$ cat src/rtl/wb_stage.sv
// Write-back stage: commits ALU/link results immediately and load results once the
// data-memory read word arrives, with load extraction and a retired-instruction count.
module wb_stage (
  input  logic        clk,
  input  logic        rst_n,
  input  logic        in_valid,
  output logic        in_ready,
  input  logic [4:0]  in_rd,
  input  logic        in_reg_write,
  input  logic [1:0]  in_wb_sel,
  input  logic [31:0] in_alu_result,
  input  logic [31:0] in_pc_plus4,
  input  logic [2:0]  in_load_funct3,
  input  logic [1:0]  in_addr_low,
  input  logic [31:0] mem_rdata,
  input  logic        mem_rvalid,
  input  logic        flush,
  output logic [4:0]  reg_write_addr,
  output logic [31:0] reg_write_data,
  output logic        reg_write_enable,
  output logic [31:0] retire_count
);

  localparam int unsigned XLEN   = 32;
  localparam int unsigned REG_AW = 5;

  localparam logic [1:0] SEL_LOAD = 2'b01;
  localparam logic [1:0] SEL_PC4  = 2'b10;

  typedef enum logic [1:0] {IDLE, WAIT_MEM, COMMIT} state_t;

  state_t            state;
  logic [REG_AW-1:0] cap_rd;
  logic              cap_reg_write;
  logic [1:0]        cap_wb_sel;
  logic [XLEN-1:0]   cap_alu_result;
  logic [XLEN-1:0]   cap_pc_plus4;
  logic [2:0]        cap_funct3;
  logic [1:0]        cap_addr_low;

  logic accept_c;
  assign accept_c = in_valid & in_ready;

  // Extract and extend the addressed byte/halfword from a read word.
  function automatic logic [XLEN-1:0] load_extend(input logic [2:0] f3,
                                                  input logic [1:0] off,
                                                  input logic [XLEN-1:0] w);
    logic [7:0]  b;
    logic [15:0] h;
    b = 8'(w >> {off, 3'b000});
    h = off[1] ? w[31:16] : w[15:0];
    case (f3)
      3'b000:  return {{24{b[7]}}, b};
      3'b100:  return {24'h0, b};
      3'b001:  return {{16{h[15]}}, h};
      3'b101:  return {16'h0, h};
      3'b010:  return w;
      default: return XLEN'(0);
    endcase
  endfunction

  function automatic logic [XLEN-1:0] wb_data(input logic [1:0] sel,
                                              input logic [XLEN-1:0] alu,
                                              input logic [XLEN-1:0] pc4,
                                              input logic [XLEN-1:0] ld);
    case (sel)
      SEL_LOAD: return ld;
      SEL_PC4:  return pc4;
      default:  return alu;
    endcase
  endfunction

  // Outputs are computed on the edge entering COMMIT so they are valid during that cycle.
  always_ff @(posedge clk or negedge rst_n) begin
    if (!rst_n) begin
      state            <= IDLE;
      in_ready         <= 1'b1;
      reg_write_enable <= 1'b0;
      reg_write_addr   <= '0;
      reg_write_data   <= '0;
      retire_count     <= '0;
      cap_rd           <= '0;
      cap_reg_write    <= 1'b0;
      cap_wb_sel       <= '0;
      cap_alu_result   <= '0;
      cap_pc_plus4     <= '0;
      cap_funct3       <= '0;
      cap_addr_low     <= '0;
    end else begin
      reg_write_enable <= 1'b0;
      case (state)
        IDLE, COMMIT: begin
          if (accept_c) begin
            cap_rd         <= in_rd;
            cap_reg_write  <= in_reg_write;
            cap_wb_sel     <= in_wb_sel;
            cap_alu_result <= in_alu_result;
            cap_pc_plus4   <= in_pc_plus4;
            cap_funct3     <= in_load_funct3;
            cap_addr_low   <= in_addr_low;
            if (in_wb_sel == SEL_LOAD) begin
              state    <= WAIT_MEM;
              in_ready <= 1'b0;
            end else begin
              state            <= COMMIT;
              in_ready         <= 1'b1;
              reg_write_enable <= in_reg_write && (in_rd != '0);
              reg_write_addr   <= in_rd;
              reg_write_data   <= wb_data(in_wb_sel, in_alu_result, in_pc_plus4, XLEN'(0));
              retire_count     <= retire_count + XLEN'(1);
            end
          end else begin
            state    <= IDLE;
            in_ready <= 1'b1;
          end
        end
        WAIT_MEM: begin
          // Flush wins over a same-edge read response.
          if (flush) begin
            state    <= IDLE;
            in_ready <= 1'b1;
          end else if (mem_rvalid) begin
            state            <= COMMIT;
            in_ready         <= 1'b1;
            reg_write_enable <= cap_reg_write && (cap_rd != '0);
            reg_write_addr   <= cap_rd;
            reg_write_data   <= wb_data(cap_wb_sel, cap_alu_result, cap_pc_plus4,
                                        load_extend(cap_funct3, cap_addr_low, mem_rdata));
            retire_count     <= retire_count + XLEN'(1);
          end
        end
        default: begin
          state    <= IDLE;
          in_ready <= 1'b1;
        end
      endcase
    end
  end

endmodule

$ cat config.mk
export PLATFORM = sky130hd
export DESIGN_NAME = wb_stage
export DESIGN_NICKNAME = d
export VERILOG_FILES = /design/src/rtl/wb_stage.sv
export SDC_FILE = /design/constraint.sdc
export NUM_CORES = 1
export LEC_CHECK = 0
export ABC_AREA = 0
export CAP_MARGIN = 20
export CORE_MARGIN = 5
export CORE_UTILIZATION = 50
export CTS_CLUSTER_DIAMETER = 50
export DETAILED_ROUTE_END_ITERATION = 7
export GPL_TIMING_DRIVEN = 0
export PLACE_DENSITY = 0.81
export SETUP_SLACK_MARGIN = 0.3
export SYNTH_ARGS = -nofsm -noshare
export SYNTH_HDL_FRONTEND = slang
export SYNTH_SLANG_ARGS = --single-unit
export TNS_END_PERCENT = 30
$ cat constraint.sdc
create_clock -name clk -period 3.2 [get_ports clk]
set_clock_uncertainty 0.05 [all_clocks]
set_input_delay 0.64 -clock clk [delete_from_list [all_inputs] [get_ports clk]]
set_output_delay 0.64 -clock clk [all_outputs]
set_load 0.01 [all_outputs]
==> results of run 1 <==
metal layers:
metal	global-route usage (%)	vias to the layer above	wire (um)
met3	7.745	86	2407
met4	15.18	0	1241
met1	34.95	3445	9476
met5	0	-	0
met2	44.10	437	11540
li1	-	3227	-
cell usage after synthesis, types with 2 or more instances:
library cell  instances
nor3b_1               4
buf_6                 2
a221oi_1             24
inv_1                 4
mux2i_1              26
a21oi_1               5
o21a_1               24
o211ai_1              2
nand3_1              13
and3_1                8
mux2_2               15
nor3_1               20
nand2_1             266
o22ai_1               6
a22oi_1              16
ha_1                  3
xor2_1                7
o21ai_0              18
dfrtp_1             149
a211oi_1              8
nand2b_1              2
a221o_1              23
buf_2                 4
buf_1                 4
xnor2_1              24
nor3_2                2
and4_1                4
and2_1                7
clkbuf_1             46
nor2b_1              14
nand4_1               8
or4_1                 2
a31oi_1               5
o221ai_1              9
nor2_1               13
worst register-to-register path, cell delays in order, from the launching register on:
cell      delay [ns]
dfrtp_1         0.36
inv_1           0.06
ha_1            0.26
clkbuf_1        0.51
inv_1           0.25
clkbuf_1        0.33
o21ai_0         0.32
o221ai_1        0.20
o21a_1          0.15
metrics by stage:
stage                     cell area (um^2)  power (mW)  TNS (ns)
after floorplan                       7525       3.122         0
after global placement                9597       3.866   -692.21
after detailed placement              9625       3.903    -2.924
after CTS                            10160       5.765         0
after global routing                 10170       6.003         0
final                                10170       5.773         0
what timing repair did:
action	CTS	global route
hold buffers	0	0
setup endpoints to repair	20	21
gates resized for setup	1	3
state kept, by name, indices dropped and copies added (netlist names):
register          count
cap_reg_write         1
reg_write_data       32
in_ready              1
cap_wb_sel            2
cap_funct3            3
cap_alu_result       32
state                 2
reg_write_enable      1
cap_rd                5
reg_write_addr        5
cap_addr_low          2
cap_pc_plus4         32
retire_count         32
where the power goes:
group          internal, mW  total, mW  leakage, nW  switching, mW
combinational         0.720       1.53         2.33          0.806
clock                  1.08       1.86        0.257          0.782
sequential             2.18       2.38         1.87          0.208
worst paths after layout:
path                                       start  slack, ns                  to
worst max register to register     cap_wb_sel[0]       0.62  reg_write_data[10]
max in group asynchronous                  rst_n       2.05            in_ready
worst max-delay path                in_wb_sel[1]       0.30  reg_write_data[10]
worst min register to register  retire_count[31]       0.42    retire_count[31]
worst min-delay path                       rst_n       0.22    retire_count[10]
min in group clk                retire_count[31]       0.42    retire_count[31]
final cells by class:
type	count	area share (%)
multi-input cells	592	34.69
repair buffers	185	18.39
clock buffers	23	4.503
flip-flops and latches	150	36.92
clock inverters	8	0.7628
plain buffers	56	2.288
well taps	184	2.264
inverters	4	0.1476
diodes	1	0.02461
placed cells by master (no fill, tap or decap), types with 7 or more instances in the layout:
| cell type | count |
|---|---|
| a221o_1 | 23 |
| a211oi_1 | 8 |
| xor2_1 | 7 |
| mux2_2 | 15 |
| and2_1 | 7 |
| o21a_1 | 24 |
| nand3_1 | 13 |
| nor2_1 | 13 |
| a221oi_1 | 24 |
| a22oi_1 | 16 |
| and3_1 | 8 |
| nand4_1 | 8 |
| o221ai_1 | 9 |
| nor2b_1 | 14 |
| clkbuf_16 | 17 |
| clkdlybuf4s50_1 | 183 |
| o21ai_0 | 18 |
| dfrtp_1 | 149 |
| clkbuf_1 | 49 |
| mux2i_1 | 26 |
| nand2_1 | 266 |
| xnor2_1 | 24 |
| nor3_1 | 20 |
cell families after synthesis:
family | Yosys count
AOI/OAI and AO/OA | 145
xor gates and xnor gates | 31
adders and majority gates | 3
buffers and inverters | 60
DFF | 150
muxes | 43
and+or+nand+nor | 370
==> out/results.tsv, run 1 <==
stage	metric	value	unit
finish	drive_gt1_share	5.894	%
pwr	p_leak	4.451	nW
setup_path	critPathCaptureType	flip-flop	
drt	drtPass1Iterations	5	
synthesis	muxShareOfSynthArea	6.202	%
setup_path	cp_top_family	buffers and inverters	
synthesis	synth_fa_ha_area_share	0.4988	%
placement	dp_cells	1171	
sta	holdWs	0.2247	ns
setup_path	crit_slowest_cell	clkdlybuf4s50_1	
finish	finalNonFillerCells	1203	
cts	max-clock-path-buffers	2	
cts	cts_tree	done	
synthesis	syn_nets	919	
global_routing	first_global_vias	7326	
sta	final.min_clock_period	2.901	ns
setup_path	required	3.52	ns
setup_path	slowest_delay	0.57	ns
drt	via_count	7195	
floorplanning	io_pins	185	
drt	drc_errors	0	
finish	final_core_util	69.45	%
synthesis	netlist.top_cell.by_area	dfrtp_1	
drt	final_antenna_net_count	0	
setup_path	startpoint_type	primary input	
synthesis	async_flop_share	100.0	%
drt	drt-initial-drc-count	618	
sta	hold_viol	0	
flow_run	maxCapViolCount	0	
cts	path_clk_slew	0.06	ns
setup_path	crit_arrival	3.22	ns
cts	numCtsBuffers	17	
synthesis	synthSimpleGateAreaFrac	21.48	%
sta	finalMaxSlewViolations	0	
setup_path	critPathKind	in -> reg	
cts	post-cts-setup-buffers	0	
synthesis	synth_edf_count	0	
sta	rsz0062_at_grt	no	
sta	tightestPinTransition	0.9175	ns
synthesis	syn_area_per_cell	9.382	um^2
placement	io_buffers	184	
synthesis	synth_xor_area_share	3.608	%
setup_path	cp_cell_sequence	clkdlybuf4s50_1 > nor2b_1 > clkbuf_2 > clkbuf_1 > a211oi_1 > o221ai_1 > o21a_1	
synthesis	yosysWarnings	0	
min_path	min_path_type	in -> async	
drt	wl_per_cell	20.50	um
sta	fmax	344.7	MHz
run_status	status	complete, no violations	
synthesis	ys_seq_area_share	49.90	%
finish	multi_input_area	3528	um^2
floorplanning	start_util	51.38	%
cts	cts-root-buf	clkbuf_16	
pwr	power.density	567.7	nW/um^2
cts	clkSinkCount	150	
drt	routed_wirelength	24670	um
global_routing	gr-total-overflow	0	
floorplanning	core.rowCount	44	
drt	vias_per_cell	5.981	
floorplanning	die-width	132.7	um
finish	syn2layout_area_growth	35.15	%
synthesis	ys.flop_type	dfrtp_1	
global_routing	grt_max_degree	85	
finish	nFillCells	1148	
placement	dp_slack	-0.1999	ns
pwr	peakVddDrop	0.4218	mV
synthesis	synth_area	7525	um^2
synthesis	synth_compound_area_share	15.05	%
finish	regArea	3755	um^2
cts	clkLatencyLatePin	0.43	ns
synthesis	synth-seq-cells	150	
synthesis	synthDistinctLibCells	50	
setup_path	r2r_cells	8	
sta	fin_ws	0.2992	ns
finish	num-nets-final	1123	
cts	cts-htree-levels	4	
sta	period_share	90.65	%
global_routing	grt_first_pass_wirelength	38680	um
floorplanning	die-area	17600	um^2
setup_path	crit_cells	7	
floorplanning	core	14640	um^2
synthesis	syn_inst	802	
synthesis	ys_top_cells_by_area	dfrtp_1 (50%), nand2_1 (13%), mux2i_1 (3.5%)	
setup_path	crit_path_max_fanout	10	
placement	dp_hpwl	17850	um
global_routing	antenna_found_initial	1	
floorplanning	die_y	132.7	um
setup_path	critPathBufInv	3	
synthesis	synth_top_cell_area_share	49.55	%
placement	gp_congestion	0.9201	
synthesis	synth_top_family_by_area	simple AND/OR/NAND/NOR gates	
sta	final-setup-viol-count	0	
global_routing	globalRouteTotalUtil	27.94	%
sta	max_slew_margin	38.83	%
Power figures use the tool's default switching activity.
==> run 2: changes to the inputs <==
- GPL_TIMING_DRIVEN: 0 -> unset
- RECOVER_POWER: unset -> 25
==> run 2 against run 1 <==
Compared with the run above:
- the flow now finishes with violations (capacitance limit, slew limit)
- count of clock-buffer cells in the layout down 6
- fmax up 16%
- core utilization up 0.068 points
- register-to-register slack better by 0.16 ns
- critical path depth unchanged
- flip-flop and latch count unchanged
- wire length down 8.8%
- design area about the same
- power up 2.1%
- sequential share of layout area about the same
- critical path type unchanged
- critical endpoint is now reg_write_data[24]
==> out/results.tsv, run 2 (same netlist as run 1, synthesis figures left out) <==
stage	metric	value	unit
run_status	status	complete, but fails checks	
run_status	violations	capacitance limit, slew limit	
cts	cts_resized	0	
sta	fmax	400.1	MHz
cts	clkLatencyLatePin	0.43	ns
global_routing	gr-total-overflow	0	
finish	mostFrequentLayoutCell	nand2_1	
min_path	min_path_type	reg -> reg	
cts	cts-htree-levels	4	
drt	via_count	6869	
floorplanning	die-width	132.7	um
sta	max_slew_margin	-24.78	%
placement	dp_hpwl	15670	um
drt	wl_per_cell	19.24	um
global_routing	first_global_vias	6877	
global_routing	grt_first_pass_wirelength	35850	um
sta	final.min_clock_period	2.500	ns
placement	gp_congestion	0.8878	
drt	drt-initial-drc-count	544	
floorplanning	core.rowCount	44	
floorplanning	core	14640	um^2
global_routing	antenna_found_initial	1	
floorplanning	die_y	132.7	um
setup_path	startpoint_type	primary input	
pwr	power.density	578.8	nW/um^2
setup_path	crit_path_max_fanout	16	
drt	routed_wirelength	22490	um
cts	path_clk_slew	0.06	ns
finish	drive_gt1_share	8.232	%
placement	io_buffers	184	
finish	final_cell_mix	nand2_1 (266), clkdlybuf4s50_1 (183), dfrtp_1 (149)	
finish	num-nets-final	1088	
cts	post-cts-setup-buffers	0	
setup_path	critPathCaptureType	flip-flop	
setup_path	required	3.46	ns
floorplanning	die-area	17600	um^2
sta	final-setup-viol-count	0	
global_routing	globalRouteTotalUtil	25.42	%
setup_path	critPathKind	in -> reg	
floorplanning	io_pins	185	
pwr	p_leak	4.492	nW
drt	drtPass1Iterations	5	
sta	period_share	78.11	%
pwr	p_total	5.892	mW
sta	finalMaxSlewViolations	77	
sta	setup_tns	0	ns
cts	holdBufCountCts	0	
floorplanning	start_util	51.38	%
drt	final_antenna_net_count	0	
sta	rsz0062_at_grt	no	
cts	clkSinkCount	150	
cts	numCtsBuffers	17	
cts	max-clock-path-buffers	2	
cts	cts_tree	done	
sta	tightestPinTransition	1.872	ns
flow_run	maxCapViolCount	1	
pwr	peakVddDrop	0.4128	mV
drt	drc_errors	0	
global_routing	grt_max_degree	81	
drt	vias_per_cell	5.876	
cts	cts-root-buf	clkbuf_16	
setup_path	crit_arrival	2.76	ns
finish	syn2layout_area_growth	35.28	%
sta	hold_viol	0	
run 2: path summary, 6_finish.rpt:
| kind | start | end | slack (ns) | cells after the start |
|---|---|---|---|---|
| max | mem_rdata[23] | reg_write_data[24] | 0.70 | 7 |
| min | retire_count[31] | retire_count[31] | 0.42 | 1 |
| max reg2reg | cap_addr_low[1] | reg_write_data[24] | 0.78 | 6 |
| min reg2reg | retire_count[31] | retire_count[31] | 0.42 | 1 |
| max in group asynchronous | rst_n | retire_count[0] | 0.95 | 2 |
| min in group asynchronous | rst_n | cap_alu_result[28] | 0.67 | 1 |
run 2: metrics by stage:
stage	hold slack [ns]	std cells	setup slack [ns]	instance area, um^2	util [%]
3_3_place_gp	0.4031	1136	0.3518	9595	65.52
4_1_cts	0.2053	1168	0.7241	10190	69.59
6_report	0.4215	1169	0.7005	10180	69.51
2_1_floorplan	0.2944	802	0.9132	7525	-
3_5_place_dp	0.4091	1136	0.2843	9595	65.52
5_1_grt	0.4411	1169	0.4692	10180	69.51
run 2: layout make-up:
type | instances | area, um^2
fillers | 1111 | 4464
inverters | 4 | 15.01
multi-input cells | 592 | 3562
repair buffers | 206 | 2019
flip-flops and latches | 150 | 3755
clock inverters | 15 | 170.2
well taps | 184 | 230.2
diodes | 1 | 2.502
clock buffers | 17 | 425.4
run 2: layer usage:
metal	share of wire, %	GRT usage, %
met5	0	0
met4	2.5	8.834
met3	8.8	6.910
met2	48	41.41
met1	41	32.88
run 2: critical path: stages:
cell and delay [ns]:
clkdlybuf4s50_1 0.49, mux4_2 0.51, mux2_4 0.30, a31oi_4 0.16, buf_4 0.25, nand2_1 0.10, a221o_1 0.31
run 2: power breakdown:
| part | internal, mW | switching [mW] |
|---|---|---|
| Combinational | 0.724 | 0.740 |
| Sequential | 2.17 | 0.228 |
| Clock | 1.17 | 0.858 |
==> run 3: changes to the inputs <==
- clock period: 3.2 -> 2.49 ns (I/O delays scaled with it)
==> run 3 against run 2 <==
Compared with the run above:
- the run now ends clean
- count of clock-buffer cells in the layout stayed put
- via count up 1.3%
- critical endpoint is now reg_write_data[30]
- design area increased by 2.8%
==> out/results.tsv, run 3 (same netlist as run 1, synthesis figures left out) <==
stage	metric	value	unit
run_status	status	complete, no violations	
drt	routed_wirelength	23210	um
setup_path	critPathCaptureType	flip-flop	
global_routing	antenna_found_initial	4	
drt	vias_per_cell	5.868	
sta	rsz0062_at_grt	yes	
drt	drtPass1Iterations	5	
placement	dp_hpwl	15910	um
sta	final-setup-viol-count	0	
global_routing	gr-total-overflow	0	
global_routing	grt_first_pass_wirelength	37380	um
sta	tightestPinTransition	1.336	ns
finish	num-nets-final	1105	
cts	max-clock-path-buffers	2	
floorplanning	start_util	51.38	%
placement	dp_cells	1148	
drt	via_count	6960	
global_routing	first_global_vias	6970	
finish	drive_gt1_share	10.49	%
sta	finalMaxSlewViolations	0	
cts	cts-htree-levels	4	
floorplanning	die_y	132.7	um
floorplanning	core.rowCount	44	
pwr	power.density	750.8	nW/um^2
placement	io_buffers	184	
sta	final.min_clock_period	2.214	ns
pwr	peakVddDrop	0.5423	mV
global_routing	globalRouteTotalUtil	26.64	%
floorplanning	core	14640	um^2
setup_path	cp_cell_sequence	mux4_2 > mux2_4 > a31oi_4 > buf_4 > buf_12 > nand2_1 > a221o_1	
cts	path_clk_slew	0.06	ns
finish	syn2layout_area_growth	39.11	%
floorplanning	die-width	132.7	um
setup_path	crit_path_max_fanout	8	
flow_run	maxCapViolCount	0	
finish	final_cell_mix	nand2_1 (265), clkdlybuf4s50_1 (179), dfrtp_1 (147)	
sta	hold_viol	0	
drt	drc_errors	0	
floorplanning	die-area	17600	um^2
sta	max_slew_margin	10.91	%
sta	setup_tns	0	ns
setup_path	crit_arrival	2.47	ns
setup_path	crit_slowest_cell	mux4_2	
setup_path	required	2.74	ns
cts	clkLatencyLatePin	0.43	ns
drt	wl_per_cell	19.57	um
finish	finalNonFillerCells	1186	
drt	final_antenna_net_count	0	
global_routing	grt_max_degree	81	
cts	cts_tree	done	
drt	drt-initial-drc-count	609	
setup_path	critPathKind	reg -> reg	
setup_path	slowest_delay	0.53	ns
placement	gp_congestion	0.8842	
setup_path	startpoint_type	flip-flop	
sta	fmax	451.6	MHz
min_path	min_path_type	reg -> reg	
floorplanning	io_pins	185	
cts	numCtsBuffers	17	
sta	period_share	88.93	%
cts	cts-root-buf	clkbuf_16	
pwr	p_leak	4.656	nW
cts	clkSinkCount	150	
finish	mostFrequentLayoutCell	nand2_1	
run 3: changes by cell type in the layout (fill, tap and decap cells not counted), moves of 2 or more:
| cell | delta |
|---|---|
| dfrtp_2 | +2 |
| dlygate4sd2_1 | +2 |
| dlymetal6s2s_1 | +2 |
| inv_6 | -3 |
| buf_6 | +2 |
| clkinv_2 | +3 |
| clkinv_4 | -3 |
| dfrtp_1 | -2 |
| buf_12 | +6 |
| buf_4 | +9 |
| clkdlybuf4s50_1 | -4 |
| clkbuf_1 | -2 |
| bufinv_16 | +2 |
run 3: per-layer routing:
layer  global-route usage [%]  part of all wire [%]  vias to the layer above  wire length, um
met4                    11.37                   3.7                        4              848
met2                    42.43                    47                      349            11020
met3                    5.847                   7.9                       64             1833
li1                         -                     -                     3182                -
met5                        0                  0.14                        -               32
met1                    35.31                    41                     3361             9479
run 3: cell type report:
cell class	instances	area [um^2]
Fill cell	1064	4177
Sequential cell	150	3757
Multi-Input combinational cell	592	3575
Timing Repair Buffer	223	2262
Clock buffer	17	425.4
Tap cell	184	230.2
Clock inverter	15	200.2
Inverter	4	15.01
Antenna cell	1	2.502
run 3: worst paths after layout:
check / start / to / slack [ns] / depth (start not counted)
min in group asynchronous: rst_n / reg_write_data[3] / 0.86 / 2
setup / recovery: cap_addr_low[1] / reg_write_data[30] / 0.28 / 7
hold / removal: cap_alu_result[4] / cap_alu_result[4] / 0.42 / 2
max in group asynchronous: rst_n / retire_count[17] / 0.49 / 3
hold reg to reg: cap_alu_result[4] / cap_alu_result[4] / 0.42 / 2
setup reg to reg: cap_addr_low[1] / reg_write_data[30] / 0.28 / 7
run 3: repair_timing:
| action | 4_1_cts | 5_1_grt |
|---|---|---|
| endpoints found under the setup margin | 16 | 28 |
| setup buffers | 2 | 1 |
| hold endpoints to repair | 49 | 0 |
| gates resized for setup | 5 | 8 |
| gates cloned | 1 | 0 |
| pin swaps | 2 | 1 |
| hold buffers | 1 | 0 |
run 3: critical path: cells and delay by family, from the launching register on:
family,cells,cell delay [ns]
buffers and inverters,2,0.27
AND/OR/NAND/NOR,1,0.05
AO/OA/AOI/OAI,2,0.49
multiplexers,2,0.83
flip-flops,1,0.41
run 3: report_power, final:
part / leakage, nW / switching [mW] / internal, mW
clock: 0.296 / 1.07 / 1.68
combinational: 2.49 / 0.995 / 1.03
sequential: 1.87 / 0.290 / 2.80
total: 4.66 / 2.35 / 5.50
run 3: metrics by stage:
step / utilization [%] / hold slack [ns] / power, mW / area (um^2) / setup WS, ns
after detailed placement: 66.65 / 0.4085 / 5.049 / 9761 / -0.1680
after floorplan: - / 0.1524 / 4.013 / 7525 / 0.3452
final: 71.48 / 0.4222 / 7.859 / 10470 / 0.2755
after CTS: 71.31 / 0.4241 / 7.849 / 10440 / 0.2985
after global routing: 71.48 / 0.4482 / 8.192 / 10470 / 0.1228
after global placement: 66.65 / 0.4024 / 5.001 / 9761 / -0.1132
